--- src/rtl/imem_arbiter.sv ---
// Shares one instruction-memory port between fetch (read) and debug (read/write); RUN/DRAIN/HALTED sequencing.
// Grants are combinational, responses one cycle later; debug is forced through after STARVE_MAX denied cycles.
module imem_arbiter #(
    parameter int WORDS      = 256,
    parameter int STARVE_MAX = 4,
    parameter bit BOOT_HALT  = 1'b0,
    localparam int IDX_W     = $clog2(WORDS)
) (
    input  logic             clk,
    input  logic             rst_n,
    input  logic             fetch_req,
    input  logic [31:0]      fetch_addr,
    output logic             fetch_gnt,
    output logic             fetch_valid,
    output logic [31:0]      fetch_rdata,
    output logic             fetch_err,
    input  logic             dbg_req,
    input  logic             dbg_we,
    input  logic [31:0]      dbg_addr,
    input  logic [31:0]      dbg_wdata,
    output logic             dbg_gnt,
    output logic             dbg_valid,
    output logic [31:0]      dbg_rdata,
    output logic             dbg_err,
    input  logic             dbg_halt,
    output logic             halted,
    output logic             cpu_stall,
    output logic [IDX_W-1:0] mem_addr,
    output logic             mem_we,
    output logic [31:0]      mem_wdata,
    input  logic [31:0]      mem_rdata
);

    typedef enum logic [1:0] {
        ST_RUN    = 2'd0,
        ST_DRAIN  = 2'd1,
        ST_HALTED = 2'd2
    } state_t;

    localparam state_t   RESET_STATE = BOOT_HALT ? ST_HALTED : ST_RUN;
    localparam logic [3:0] STARVE_LIM = 4'(STARVE_MAX);

    state_t     state, state_nxt;
    logic [3:0] starve_cnt, starve_nxt;
    logic       fetch_bad, dbg_bad;
    logic       starved;

    // Misaligned, or any bit above the word index set.
    assign fetch_bad = (fetch_addr[1:0] != 2'b00) || (|fetch_addr[31:IDX_W+2]);
    assign dbg_bad   = (dbg_addr[1:0]   != 2'b00) || (|dbg_addr[31:IDX_W+2]);
    assign starved   = (starve_cnt == STARVE_LIM);

    always_comb begin
        state_nxt = state;
        fetch_gnt = 1'b0;
        dbg_gnt   = 1'b0;
        case (state)
            ST_RUN: begin
                dbg_gnt   = dbg_req && (!fetch_req || starved);
                fetch_gnt = fetch_req && !dbg_gnt;
                if (dbg_halt) begin
                    state_nxt = ST_DRAIN;
                end
            end
            ST_DRAIN: begin
                dbg_gnt   = dbg_req;
                state_nxt = ST_HALTED;
            end
            ST_HALTED: begin
                dbg_gnt = dbg_req;
                if (!dbg_halt) begin
                    state_nxt = ST_RUN;
                end
            end
            default: begin
                state_nxt = RESET_STATE;
            end
        endcase
    end

    // The counter only advances on denials, which can only happen in RUN.
    always_comb begin
        starve_nxt = 4'd0;
        if (dbg_req && !dbg_gnt) begin
            starve_nxt = starved ? starve_cnt : starve_cnt + 4'd1;
        end
    end

    always_comb begin
        mem_addr = '0;
        if (fetch_gnt) begin
            mem_addr = fetch_addr[IDX_W+1:2];
        end else if (dbg_gnt) begin
            mem_addr = dbg_addr[IDX_W+1:2];
        end
    end

    // Gated by rst_n so that nothing is written during a reset cycle.
    assign mem_we    = rst_n && dbg_gnt && dbg_we && (state == ST_HALTED) && !dbg_bad;
    assign mem_wdata = dbg_wdata;

    assign halted    = (state == ST_HALTED);
    assign cpu_stall = (state != ST_RUN) || (fetch_req && !fetch_gnt);

    always_ff @(posedge clk) begin
        if (!rst_n) begin
            state      <= RESET_STATE;
            starve_cnt <= 4'd0;
        end else begin
            state      <= state_nxt;
            starve_cnt <= starve_nxt;
        end
    end

    always_ff @(posedge clk) begin
        if (!rst_n) begin
            fetch_valid <= 1'b0;
            fetch_rdata <= 32'd0;
            fetch_err   <= 1'b0;
            dbg_valid   <= 1'b0;
            dbg_rdata   <= 32'd0;
            dbg_err     <= 1'b0;
        end else begin
            fetch_valid <= fetch_gnt;
            fetch_err   <= fetch_gnt && fetch_bad;
            fetch_rdata <= (fetch_gnt && !fetch_bad) ? mem_rdata : 32'd0;
            dbg_valid   <= dbg_gnt;
            dbg_err     <= dbg_gnt && (dbg_bad || (dbg_we && (state != ST_HALTED)));
            // Writes and rejected accesses return zero data.
            dbg_rdata   <= (dbg_gnt && !dbg_we && !dbg_bad) ? mem_rdata : 32'd0;
        end
    end

endmodule

--- config.mk ---
export PLATFORM = sky130hd
export DESIGN_NAME = imem_arbiter
export DESIGN_NICKNAME = d
export VERILOG_FILES = /design/src/rtl/imem_arbiter.sv
export SDC_FILE = /design/constraint.sdc
export NUM_CORES = 1
export LEC_CHECK = 0
export CORE_ASPECT_RATIO = 0.8
export CORE_MARGIN = 10
export CORE_UTILIZATION = 38
export DETAILED_ROUTE_END_ITERATION = 7
export PLACE_DENSITY = 0.95
export SLEW_MARGIN = 20
export SYNTH_ARGS = -nofsm -noshare
export SYNTH_HDL_FRONTEND = slang
export SYNTH_SLANG_ARGS = --single-unit
--- constraint.sdc ---
create_clock -name clk -period 2.8 [get_ports clk]
set_clock_uncertainty 0.05 [all_clocks]
set_input_delay 0.42 -clock clk [delete_from_list [all_inputs] [get_ports clk]]
set_output_delay 0.42 -clock clk [all_outputs]
set_load 0.01 [all_outputs]
## After elaboration in Yosys (flattened, before gate mapping)

Cells that the tools add are included.

| cells by class | value |
|---|---|
| add/subtract/negate cells | 1 |
| equality and inequality tests | 6 |
| mux-type cells | 7 |
| reductions and logical operators | 37 |

Operator list:

| cell | count |
|---|---|
| OR reduction 22 bit | 2 |
| 2-to-1 mux 8 bit | 2 |
| logical AND 1 bit | 14 |
| AND reduction 2 bit | 4 |
| logical NOT 1 bit | 7 |
| inequality test 2 bit, second input constant | 3 |
| case mux 2 bit (3 select lines) | 1 |
| nonzero test 2 bit | 3 |
| logical OR 1 bit | 5 |
| adder 4 x 1 -> 4 bit, second input constant | 1 |
| equality test 4 x 3 -> 1 bit, second input constant | 1 |
| 2-to-1 mux 2 bit | 2 |
| equality test 2 x 1 -> 1 bit, second input constant | 1 |
| equality test 2 bit, second input constant | 1 |
| logical NOT 2 bit | 1 |
| case mux 1 bit (2 select lines) | 1 |
| OR reduction 2 bit | 1 |
| 2-to-1 mux 1 bit | 1 |

| storage, ports and cells | value |
|---|---|
| register bits after elaboration | 74 |

## Depth between registers and ports, before layout

Gate-level depths: netlist of the first run.

| depth | value |
|---|---|
| word-level depth | 9 |
| gate-level depth with buffers | 7 |
| depth with buffers taken out | 6 |

## Least setup slack after synthesis of the first run

No wires, ideal clock.

| path | value |
|---|---|
| path kind | register to output |
| start point | reg state[0] |
| end point | out mem_we |
| arrival time | 1.628 ns |
| data required time | 2.330 ns |
| slack | 0.702 ns |
| cell stages (with the launch flop) | 8 |
| cell sequence | dfxtp_1 inv_1 ha_1 nand4b_1 a31o_1 buf_6 buf_12 nor4_2 |

| on the way | value |
|---|---|
| longest elaborated chain between the ends | 7 |
| elaborated cells on any way between the ends | 9 |
| those cells by class | eq/ne: 2; mux: 1; reduce/logical: 6 |

RTL lines:

| what | RTL line | text |
|---|---|---|
| start, declared | 43 | `state_t state, state_nxt;` |
| start signal, assigned | 110 | `state <= state_nxt;` |
| equality test 2 bit / equality test 2 x 1 -> 1 bit (equally long branches) | 57, 99 |  |
| OR reduction 2 bit (no source line) | - |  |
| case mux 1 bit (2 select lines) | 57 | `case (state)` |
| logical AND 1 bit (2 in a row) | 99 | `assign mem_we = rst_n && dbg_gnt && dbg_we && (state == ST_HALTED) && !dbg_bad;` |
| logical AND 1 bit (*) (2 in a row) | 99 |  |
| end, declared | 29 | `output logic mem_we,` |

Mark *: on every way between the ends. The rest lies on a longest branch, timed or not.

## Worst setup path in the final report of the first run

| path | value |
|---|---|
| start point | reg state[0] |
| end point | out mem_addr[1] |

| on the way | value |
|---|---|
| longest elaborated chain between the ends | 5 |
| elaborated cells on any way between the ends | 8 |
| those cells by class | eq/ne: 2; mux: 4; reduce/logical: 2 |

RTL lines:

| what | RTL line | text |
|---|---|---|
| equality test 2 bit / equality test 2 x 1 -> 1 bit (equally long branches) | 57 |  |
| OR reduction 2 bit (no source line) | - |  |
| case mux 1 bit (2 select lines) | 57 |  |
| 2-to-1 mux 8 bit | 93 | `end else if (dbg_gnt) begin` |
| 2-to-1 mux 8 bit (*) | 91 | `if (fetch_gnt) begin` |
| end, declared | 28 | `output logic [IDX_W-1:0] mem_addr,` |

Marks and branches as above.

==> flow_summary.ini, run 1 <==
[cells_and_area]
final_area_um2 = 5461
finalNonFillerCells = 605
nNetsFinal = 626
area_delta_synth_final_pct = 56.85
layout-drive-gt1-share_pct = 21.22
num_antenna_cells = 0
fin_util_pct = 60.69
fillers = 740

[synthesis]
yosysTopAreaCell = dfxtp_1
synth_flop_cell = dfxtp_1
yosysMostFrequentCell = dfxtp_1
ys_top_cells_by_area = dfxtp_1 (43%), nor4_2 (21%), buf_4 (6.9%), inv_1 (4.2%), nand2_1 (3.9%)
synth_edf_count = 0
synth_cell_types = 33
syn_nets = 474
synth-seq-cells = 74
synthTopCellsByCount = dfxtp_1 (74), nor4_2 (59), inv_1 (39)
synth_warnings = 0
netlist_instances = 333
yosysSeqAreaShare_pct = 42.54
avgSynthCellArea_um2 = 10.46
synth.cell_area_um2 = 3482
synthArstFlopShare_pct = 0
synth_top_area_share_pct = 42.54

[critical_path]
startpoint_type = flop
worstPathMaxFanout = 7
crit_path_top_delay_cell = clkdlybuf4s50_1
timing_worst_setup_path_type = reg -> out
worstRegToRegCells = 6
setup.worst_path.end_class = output port
crit_chain = inv_1 > ha_2 > and2_2 > a211oi_2 > buf_4 > a22o_1 > clkdlybuf4s50_1
ff2ff_setup_slack_ns = 0.80
cp_num_buf_inv = 3
worstReg2RegEnd = dbg_rdata[13]
cpLargestDelayFamily = buffers and inverters
critical_path_arrival_ns = 2.25
r2r-start = state[0]
max_stage_delay_ns = 0.53
cp_data_required_time_ns = 2.33

[floorplan]
dieArea_um2 = 13420
core_area_um2 = 8999
row_count = 31
start_util_pct = 38.70
dieWidth_um = 127.0
die_y_um = 105.6
ios = 247

[placement]
dpl_cell_area_um2 = 5119
place.gp.congestion = 0.8078
placed_cells_incl_taps = 585
dp_slack_ns = -0.06703
numPortBuffers = 182
dp_hpwl_um = 9222

[power]
ir_drop_mv = 0.2453
p_leak_nw = 2.026
p_total_mw = 2.913
powerDensity_nw_per_um2 = 533.4

[timing]
worstMarginPinSlew_ns = 0.5518
timing.final.crit_share_pct = 97.07
clock.fmax_ghz = 0.3679
finalHoldWorstSlack_ns = 0.5009
drv_slew = 0
hold_violations = 0
finalSetupViolCount = 0
finalWorstSetupSlack_ns = 0.08196
setup_tns_ns = 0
max_slew_margin_pct = 63.21
period_needed_ns = 2.718

[cts]
htreeDepth = 3
cts_buffers = 9
path_clk_slew_ns = 0.06
clk_latency_ns = 0.32
cts_hold_buf = 0
cts_tree = done
clock_path_buffers = 2
clkSinkCount = 74
clk_root_buffer_cell = clkbuf_16

[routing]
route.detailed.drc = 0
ant_nets = 0
avgViaCountPerCell = 5.050
vias = 3055
first_pass_iters = 4
drt-initial-drc-count = 181
wirelength_um = 11780
avgRoutedWirePerCell_um = 19.47

[grt]
grt_overflow = 0
grt_max_degree = 34
antenna_found_initial = 0
grtUsageMet1_pct = 16.55
grt-busiest-layer = met2
grt.total_usage_pct = 16.39
grt_pass1_wl_um = 17860
grtUsageMet2_pct = 29.97
grt_pass1_vias = 3229
gr-usage-met3_pct = 5.959

[worst_hold_path]
holdPathEnd = state[0]
min_from = state[0]
hold_path.class = reg -> reg
hold_depth = 2

[flow_run]
maxCapViolCount = 0

[outcome]
status = completed
cell type report:
cell class | instances | area, um2 | area share [%]
flip-flops and latches | 74 | 1484 | 27.17
clock buffers | 10 | 229.0 | 4.192
multi-input cells | 164 | 1434 | 26.25
well taps | 115 | 143.9 | 2.635
inverters | 39 | 146.4 | 2.680
clock inverters | 6 | 65.06 | 1.191
repair buffers | 197 | 1959 | 35.88
state kept, by name, indices dropped and copies added (netlist names):
name / flops
fetch_valid: 1
fetch_rdata: 32
state: 2
fetch_err: 1
dbg_valid: 1
dbg_rdata: 32
dbg_err: 1
starve_cnt: 4
routing by layer:
layer	part of all wire, %	wire, um
met1	36	4227
met5	0	0
met4	2.4	280
met2	52	6117
met3	9.8	1153
worst min-delay path, stage by stage, from the launching register on:
cell and delay [ns]:
dfxtp_2 0.34, mux2i_1 0.12, nor2b_1 0.06
cell usage in the layout (no fill, tap or decap), drive strengths merged:
| cell type | synthesis | layout |
|---|---|---|
| nor4 | 77 | 77 |
| ha | 7 | 7 |
| nand3 | 3 | 3 |
| xnor2 | 2 | 2 |
| inv | 39 | 41 |
| a22o | 8 | 8 |
| nor2 | 2 | 2 |
| o21a | 1 | 1 |
| nand3b | 1 | 1 |
| and2 | 3 | 3 |
| a31o | 1 | 1 |
| nand4b | 2 | 2 |
| nor2b | 4 | 4 |
| clkinvlp | 0 | 1 |
| clkinv | 0 | 2 |
| o311a | 1 | 1 |
| dlymetal6s2s | 0 | 6 |
| nand2 | 36 | 36 |
| bufinv | 0 | 1 |
| o21ai | 1 | 1 |
| a211oi | 2 | 2 |
| dlygate4sd2 | 0 | 2 |
| nor3 | 3 | 3 |
| buf | 52 | 15 |
| nand4 | 2 | 2 |
| clkbuf | 4 | 10 |
| a31oi | 1 | 1 |
| nand2b | 2 | 2 |
| clkdlybuf4s50 | 0 | 174 |
| dfxtp | 74 | 74 |
| mux2i | 5 | 5 |
worst max-delay path by stage:
stage / to / cells after the start / slack (ns) / start
detailed placement: mem_we / 5 / -0.07 / dbg_addr[1]
global placement: mem_we / 5 / -0.05 / dbg_addr[1]
CTS: mem_addr[5] / 6 / 0.03 / state[0]
floorplan: mem_we / 7 / 0.70 / state[0]
global route: mem_addr[1] / 7 / -0.01 / state[1]
finish: mem_addr[1] / 7 / 0.08 / state[0]
cell families (layout without fill, tap and decap cells):
| family | after synthesis | count (layout) | share of synthesized area, % |
|---|---|---|---|
| simple gates | 135 | 135 | 32.55 |
| xor+xnor | 2 | 2 | 0.5031 |
| mux | 5 | 5 | 1.437 |
| compound gates | 15 | 15 | 3.701 |
| flops | 74 | 74 | 42.54 |
| buf+inv | 95 | 252 | 16.74 |
| fa+ha+maj | 7 | 7 | 2.515 |
timing repair:
item	4_1_cts	5_1_grt
setup buffers	1	3
endpoints found under the setup margin	9	7
gates cloned	0	0
pin swaps	0	0
resized for setup	5	7
report_power, final:
part           switching [mW]  internal [mW]  total (mW)  leakage [nW]
Combinational           0.345          0.348       0.694          1.29
Sequential             0.0158           1.08        1.09         0.598
Clock                   0.435          0.693        1.13         0.143
Total                   0.796           2.12        2.91          2.03
No activity file was read; power rests on OpenSTA's default activity.
==> run 2, diff against run 1 <==
--- a/config.mk
+++ b/config.mk
@@ -5,11 +5,15 @@
 export SDC_FILE = /design/constraint.sdc
 export NUM_CORES = 1
 export LEC_CHECK = 0
+export CELL_PAD_IN_SITES_DETAIL_PLACEMENT = 1
+export CELL_PAD_IN_SITES_GLOBAL_PLACEMENT = 1
 export CORE_ASPECT_RATIO = 0.8
 export CORE_MARGIN = 10
-export CORE_UTILIZATION = 38
+export CORE_UTILIZATION = 27
 export DETAILED_ROUTE_END_ITERATION = 7
+export GPL_ROUTABILITY_DRIVEN = 0
 export PLACE_DENSITY = 0.95
+export RECOVER_POWER = 25
 export SLEW_MARGIN = 20
 export SYNTH_ARGS = -nofsm -noshare
 export SYNTH_HDL_FRONTEND = slang
==> run 2 against run 1 <==
Net effect:
- critical path depth did not move
- combinational power rose by 3%
- utilization fell by 17 points
- cell count rose by 9.6%
- largest cell class unchanged
- flip-flop and latch count did not move
- highest routed layer unchanged
==> flow_summary.ini, run 2 (same netlist as run 1, synthesis figures left out) <==
[outcome]
status = completed

[grt]
grt.total_usage_pct = 14.76
grt_pass1_vias = 3506
antenna_found_initial = 0
grt_pass1_wl_um = 20720
grt_overflow = 0
grt_max_degree = 34

[critical_path]
max_stage_delay_ns = 0.55
ff2ff_setup_slack_ns = 0.96
r2r-start = starve_cnt[0]
worstReg2RegEnd = dbg_rdata[15]
critical_path_arrival_ns = 2.21
timing_worst_setup_path_type = reg -> out
crit_chain = inv_2 > ha_4 > and2_2 > a211oi_2 > buf_4 > a22o_1 > clkdlybuf4s50_1
worstPathMaxFanout = 8
cp_data_required_time_ns = 2.33
setup.worst_path.end_class = output port
worstRegToRegCells = 6
startpoint_type = flop
crit_path_top_delay_cell = clkdlybuf4s50_1

[routing]
ant_nets = 0
drt-initial-drc-count = 107
avgRoutedWirePerCell_um = 20.61
vias = 3054
first_pass_iters = 4
avgViaCountPerCell = 4.606
route.detailed.drc = 0
wirelength_um = 13660

[timing]
drv_slew = 0
rsz0062_at_grt = no
worstMarginPinSlew_ns = 0.5612
finalWorstSetupSlack_ns = 0.1152
finalSetupViolCount = 0
timing.final.crit_share_pct = 95.88
max_slew_margin_pct = 62.59
clock.fmax_ghz = 0.3725
setup_tns_ns = 0
period_needed_ns = 2.685
hold_violations = 0

[cells_and_area]
layout-drive-gt1-share_pct = 22.95
layout_common_cells = clkdlybuf4s50_1 (171), dfxtp_1 (72), nor4_2 (64), inv_1 (37), nand2_1 (34)
layout_commonest_cell = clkdlybuf4s50_1
finalNonFillerCells = 663
reg.largest.list = dbg_rdata: 32 flops, fetch_rdata: 32 flops, starve_cnt: 4 flops
num_antenna_cells = 0
area_delta_synth_final_pct = 61.16
nNetsFinal = 624

[floorplan]
row_count = 37
dieWidth_um = 147.0
start_util_pct = 27.35
ios = 247
die_y_um = 121.6
dieArea_um2 = 17870
core_area_um2 = 12730

[placement]
dp_slack_ns = -0.1076
placed_cells_incl_taps = 646
numPortBuffers = 182
dp_hpwl_um = 10880

[power]
ir_drop_mv = 0.2467
p_leak_nw = 1.999
p_clk_share_pct = 42.8
p_sw_uw = 831.1
powerDensity_nw_per_um2 = 562.7
seq_power_share_pct = 34.6
combPwrFrac_pct = 22.6
sw_frac_of_total_pct = 26.32
intPower_mw = 2.326

[flow_run]
maxCapViolCount = 0

[cts]
clock_path_buffers = 2
htreeDepth = 3
path_clk_slew_ns = 0.06
clk_root_buffer_cell = clkbuf_16
clk_latency_ns = 0.33
cts_tree = done
clkSinkCount = 74
cts_buffers = 9
cts_hold_buf = 0

[worst_hold_path]
hold_depth = 2
holdPathEnd = starve_cnt[1]
min_from = starve_cnt[1]
hold_path.class = reg -> reg
[run 2: cell count changes in the layout (fill, tap and decap cells not counted), moves of 3 or more]
cell / delta
dlygate4sd3_1: +9
nor4_1: -5
clkdlybuf4s50_1: -3
nor4_2: +5
dlymetal6s2s_1: -5
[run 2: cell type report]
class                      count  area [um2]
inverter                      39       146.4
multi-input combinational    164        1478
clock buffer                  10       239.0
tap                          175       219.0
timing repair buffer         195        1932
clock inverter                 6       113.9
fill                        1389        7119
sequential                    74        1484
[run 2: repair_timing]
action	in CTS	in global routing
setup buffers	1	0
setup endpoints to repair	10	4
cloned	0	0
pin swaps	3	0
gates resized for setup	13	2
[run 2: per-layer routing]
metal	vias up	share of wire, %	GRT usage [%]	wire [um]
li1	1424	-	-	-
met2	148	51	26.69	6964
met5	-	0	0	0
met1	1444	37	15.18	5122
met3	38	9.5	6.225	1293
met4	0	2.1	5.192	283
[run 2: through the flow]
stage,area (um2),hold slack [ns],total power [mW],util (%)
finish,5612,0.5208,3.158,44.08
floorplan,3482,0.4759,1.535,-
global placement,5201,0.4916,1.773,40.86
global route,5612,0.5398,3.290,44.08
CTS,5608,0.5317,3.197,44.05
detailed placement,5201,0.5197,1.807,40.86
[run 2: power groups by stage]
stage | Sequential (mW) | Clock (mW) | Combinational, mW
global placement | 1.11 | 0 | 0.664
finish | 1.09 | 1.35 | 0.713
floorplan | 1.11 | 0 | 0.422
CTS | 1.09 | 1.39 | 0.719
global route | 1.09 | 1.43 | 0.763
detailed placement | 1.11 | 0 | 0.694
[run 2: critical path, delay by kind of cell, from the launching register on]
family                     cells  cell delay (ns)
buffers and inverters          3             0.81
adders and majority gates      1             0.18
and+or+nand+nor                1             0.21
AOI/OAI and AO/OA              2             0.32
DFF                            1             0.37
[run 2: how the worst max path moves through the flow]
stage                       end           from  slack, ns
floorplan                mem_we       state[0]       0.70
global placement         mem_we   dbg_addr[21]      -0.06
detailed placement       mem_we   dbg_addr[21]      -0.11
CTS                     dbg_gnt  starve_cnt[0]       0.07
global route        mem_addr[4]       state[0]       0.02
finish              mem_addr[4]       state[0]       0.12
